[src/rtl/fetch_pc_pkg.sv]
// Shared CPU definitions used by the fetch stage: fetch state encoding,
// instruction width and sequential PC increment.
package fetch_pc_pkg;

  typedef enum logic [1:0] {
    BOOT  = 2'd0,
    RUN   = 2'd1,
    FAULT = 2'd2
  } fetch_state_e;

  localparam int          INST_WIDTH = 32;
  localparam logic [31:0] PC_INC     = 32'd4;

endpackage

[src/rtl/fetch_pc.sv]
// Program counter for the fetch stage: boot, sequential fetch, stall, redirect,
// and a sticky fault on misaligned or out-of-range fetch addresses.
//
// state | meaning
// BOOT  | first cycle after reset, pc = RESET_VECTOR, nothing valid yet
// RUN   | fetching; pc advances by 4 unless stalled, redirects on is_jump
// FAULT | halted on bad address; only a jump to a legal target resumes
module fetch_pc
  import fetch_pc_pkg::*;
#(
  parameter logic [31:0] RESET_VECTOR    = 32'h0000_0000,
  parameter int          IMEM_ADDR_WIDTH = 12
) (
  input  logic                  clk,
  input  logic                  rst_n,
  input  logic                  is_jump,
  input  logic                  is_stall,
  input  logic [INST_WIDTH-1:0] jump_addr,
  output logic [INST_WIDTH-1:0] pc,
  output logic [INST_WIDTH-1:0] pc_d,
  output logic                  inst_valid,
  output logic                  fetch_fault
);

  fetch_state_e          state_q, state_nxt;
  logic [INST_WIDTH-1:0] pc_nxt, pc_d_nxt, pc_inc;
  logic                  valid_nxt, fault_nxt;

  // Word-aligned and inside the instruction memory word range.
  function automatic logic addr_legal(input logic [INST_WIDTH-1:0] a);
    return (a[1:0] == 2'b00) &&
           (64'(a[INST_WIDTH-1:2]) < (64'd1 << IMEM_ADDR_WIDTH));
  endfunction

  assign pc_inc = pc + PC_INC;

  always_comb begin
    state_nxt = state_q;
    pc_nxt    = pc;
    pc_d_nxt  = pc_d;
    valid_nxt = inst_valid;
    fault_nxt = fetch_fault;
    if (is_jump) begin
      pc_nxt    = jump_addr;
      pc_d_nxt  = '0;
      valid_nxt = 1'b0;
      if (addr_legal(jump_addr)) begin
        state_nxt = RUN;
        fault_nxt = 1'b0;
      end else begin
        state_nxt = FAULT;
        fault_nxt = 1'b1;
      end
    end else begin
      case (state_q)
        BOOT: begin
          state_nxt = RUN;
          pc_nxt    = RESET_VECTOR;
          pc_d_nxt  = '0;
          valid_nxt = 1'b0;
        end
        RUN: begin
          // A pc that walked off the end of memory (or a bad reset vector)
          // faults instead of wrapping.
          if (!addr_legal(pc)) begin
            state_nxt = FAULT;
            fault_nxt = 1'b1;
            valid_nxt = 1'b0;
            pc_d_nxt  = '0;
          end else if (!is_stall) begin
            pc_nxt    = pc_inc;
            pc_d_nxt  = pc;
            valid_nxt = 1'b1;
          end
        end
        FAULT: begin
          valid_nxt = 1'b0;
          fault_nxt = 1'b1;
        end
        default: begin
          state_nxt = BOOT;
          pc_nxt    = RESET_VECTOR;
          pc_d_nxt  = '0;
          valid_nxt = 1'b0;
          fault_nxt = 1'b0;
        end
      endcase
    end
  end

  always_ff @(posedge clk or negedge rst_n) begin
    if (!rst_n) begin
      state_q     <= BOOT;
      pc          <= RESET_VECTOR;
      pc_d        <= '0;
      inst_valid  <= 1'b0;
      fetch_fault <= 1'b0;
    end else begin
      state_q     <= state_nxt;
      pc          <= pc_nxt;
      pc_d        <= pc_d_nxt;
      inst_valid  <= valid_nxt;
      fetch_fault <= fault_nxt;
    end
  end

endmodule

[config.mk]
export PLATFORM = sky130hd
export DESIGN_NAME = fetch_pc
export DESIGN_NICKNAME = d
export VERILOG_FILES = /design/src/rtl/fetch_pc_pkg.sv /design/src/rtl/fetch_pc.sv
export SDC_FILE = /design/constraint.sdc
export NUM_CORES = 1
export LEC_CHECK = 0
export CAP_MARGIN = 20
export CORE_AREA = 2 2 83 85
export DETAILED_ROUTE_END_ITERATION = 16
export DIE_AREA = 0 0 85 87
export GPL_ROUTABILITY_DRIVEN = 0
export HOLD_SLACK_MARGIN = 0.15
export PLACE_DENSITY = 0.83
export SYNTH_ARGS = -nofsm -noshare
export SYNTH_HDL_FRONTEND = slang
export SYNTH_SLANG_ARGS = --single-unit
[constraint.sdc]
create_clock -name clk -period 5.85 [get_ports clk]
set_clock_uncertainty 0.1 [all_clocks]
set_input_delay 0.585 -clock clk [delete_from_list [all_inputs] [get_ports clk]]
set_output_delay 0.585 -clock clk [all_outputs]
set_load 0.02 [all_outputs]
==> results by group <==
Clock tree
  – CTS sink cnt: 68
  – Post-CTS Setup Bufs: 0
  – H-tree depth: 3
  – CTS Hold Buffers Added: 0
  – Clk buf depth: 2
  – TritonCTS Buffers: 9
  – Worst-path clk slew: 0.09 ns
  – Post-cts sizing count: 0
  – CTS tree: yes
  – Root Driver: clkbuf_8
  – Clk_lat worst skew: 0.35 ns

Global route
  – Remaining Overflow, GRT: 0
  – Largest net degree at the start of global routing: 69
  – Global-route wire length before repair: 12900 um
  – Initial antenna violation count: 0
  – Total Routing Usage GR: 22.6%
  – Vias in the first global route: 2578

Pwr
  – Worst vdd ir: 182 uV
  – Net Switching: 0.000376 W
  – LEAKAGE: 1.84 nW
  – Cell Pwr Density: 273 nW/um^2
  – Power Total: 0.00119 W
  – Int Pwr: 0.000813 W
  – Comb power frac: 20.0%
  – Sw frac: 31.6%
  – Clock share of power: 34.7%
  – Sequential share of power: 45.3%

Worst setup path
  – Sequence of cells on the critical path: clkdlybuf4s50_1 > buf_4 > and2b_2 > or3_4 > nor2_2 > o221ai_1
  – Critical Path Max Stage Delay: 0.77 ns
  – Worst path arrival time: 3.00 ns
  – Top delay family on crit path: buffers and inverters
  – CP startpoint kind: primary input
  – Nature of the critical path endpoint: register
  – Master of the slowest instance on the critical path: clkdlybuf4s50_1
  – Buf/Inv on CP: 2
  – CP max FO: 34
  – CP Class: primary input to register
  – Critical Path RT: 5.95 ns

Outcome
  – Outcome: completed

Floorplan
  – Placeable core region: 6570 um^2
  – Die Area: 7400 um^2
  – I/O pin count: 102
  – Die height: 87 um
  – Starting Density: 47.6%
  – Row cnt: 30
  – Die width: 85 um

STA
  – Hold Vio Cnt, Final: 0
  – Final setup vio count: 0
  – Final Critical Period: 2.90 ns
  – Slew headroom: 45.0%
  – Setup WS post-layout: 2.95 ns
  – TNS Setup: 0 ns
  – Fin crit share: 49.6%
  – Unrepaired setup endpoints after global routing: false
  – Max-slew violation count: 0
  – Peak Freq: 345 MHz
  – Worst slew pin tran: 0.825 ns

Yosys
  – Cells after Synth: 275
  – Asr flop ratio synth: 100%
  – Warnings, synthesis: 0
  – Distinct cell type count after synthesis: 48
  – Register area share after synthesis: 54.4%
  – Register bit count reported by yosys: 68
  – Mapped cell area: 3130 um^2
  – Syn_area_per_cell: 11.4 um^2
  – Syn_nets: 316
  – Synth Flop Type: dfrtp_1
  – Post-synth EDFFs: 0

Placed design
  – Cells after DPL: 441
  – Pre-CTS WS: 2.59 ns
  – Port Buf Inserts: 101
  – DPL Wire Length: 5650 um

Layout
  – Multi-input logic area: 1300 um^2
  – Layout cell share with drive strength beyond 1: 11.4%
  – Area delta synth->final: 39.5%
  – Nets@finish: 413
  – Register area: 1700 um^2
  – Non-Filler Instances: 457
  – Fill count: 498
  – Ant diodes: 0
  – Util after Layout: 66.4%

Detailed routing
  – Highest metal used: met4
  – Routed length on met3: 480 um
  – Vias/cell: 5.83
  – Drt drc: 0
  – Drt pass-1 iters: 4
  – Initial DRC count: 182
  – Routed wire length: 8180 um
  – DR WL/cell: 17.9 um
  – DR WL met2: 4060 um
  – DR vias: 2664
  – DRT met1 WL: 3480 um
  – Post-route ant nets: 0

Worst hold path
  – Hold WC Path Type: primary input to asynchronous set/reset pin

Job
  – Max Cap Viol: 0
==> power by group through the flow <==
stage / registers (W) / logic [W] / clock network (W)
6_report: 0.000539 / 0.000238 / 0.000412
5_1_grt: 0.000544 / 0.000256 / 0.000437
4_1_cts: 0.000539 / 0.000240 / 0.000418
3_5_place_dp: 0.000547 / 0.000238 / 0
3_3_place_gp: 0.000546 / 0.000232 / 0
2_1_floorplan: 0.000569 / 0.0000983 / 0
==> cells in the final DEF, fill, tap and decap left out, drive strengths merged, types with 2 or more instances in the layout <==
cell,netlist,routed
inv,5,8
a32oi,2,2
o21ai,2,2
or4,4,4
a31o,11,11
nand4,3,3
and3,7,7
nor2,8,8
nand3,14,14
buf,5,4
clkbuf,13,9
o41a,2,2
and2,28,28
a21oi,7,7
o211ai,4,4
a22o,23,23
nor3,4,4
o41ai,2,2
nand2,22,22
nor4,8,8
clkinv,0,2
clkdlybuf4s50,0,100
nor2b,2,2
or3,3,3
ha,5,5
o221ai,9,9
dfrtp,68,68
mux2,2,2
a22oi,2,2
==> registers in the layout, summed over array words and instances (netlist names) <==
name         cells
fetch_fault      1
inst_valid       1
state_q          2
pc              32
pc_d            32
==> per-stage QoR <==
stage / hold slack, ns / cell area (um^2)
final: 0.314 / 4360
after global placement: 0.369 / 4150
after detailed placement: 0.374 / 4150
after CTS: 0.352 / 4360
after global routing: 0.392 / 4360
after floorplan: 0.189 / 3130
==> cell families after synthesis <==
kind of cell	count (synthesis)	share of synthesized area (%)
buffers and inverters	23	3.84
multiplexers	2	0.721
adder cells (fa/ha/maj)	5	2.00
AO/OA/AOI/OAI	69	18.6
flip-flops	68	54.4
AND/OR/NAND/NOR	108	20.4
==> final timing paths <==
kind / slack (ns) / from / to / cells past startpoint
worst min-delay path: 0.31 / rst_n / pc_d[16] / 2
min in group clk: 0.39 / pc_d[20] / pc_d[20] / 1
worst min register to register: 0.39 / pc_d[20] / pc_d[20] / 1
worst max-delay path: 2.95 / is_jump / pc[13] / 6
max in group asynchronous: 4.80 / rst_n / pc[27] / 2
worst max register to register: 3.47 / state_q[1] / pc_d[2] / 6
==> synth_stat cells (3+ instances only) <==
library cell	count	area, um^2
dfrtp_1	68	1700
and2_1	28	175
a22o_1	22	193
nand2_1	22	82.6
nand3_1	14	70.1
a31o_2	11	96.3
clkbuf_1	10	37.5
o221ai_1	9	78.8
nor4_1	8	50.1
a21oi_1	7	35.0
and3_1	7	43.8
nor2_1	6	22.5
ha_1	5	62.6
inv_1	5	18.8
o211ai_1	4	30.0
nand4_1	3	18.8
nor3_1	3	15.0
or4_1	3	22.5
==> routing by layer <==
metal,global-route usage (%),vias to the layer above
li1,-,1232
met1,29.8,1314
met2,35.5,103
met3,6.16,15
met4,9.09,0
met5,0,-
==> cell type report <==
type / count / share of cell area (%)
tap: 80 / 2.30
multi-input combinational: 184 / 29.9
clock inverter: 7 / 1.92
clock buffer: 9 / 2.84
timing repair buffer: 104 / 23.6
inverter: 5 / 0.430
sequential: 68 / 39.0
Power figures use the tool's default switching activity.
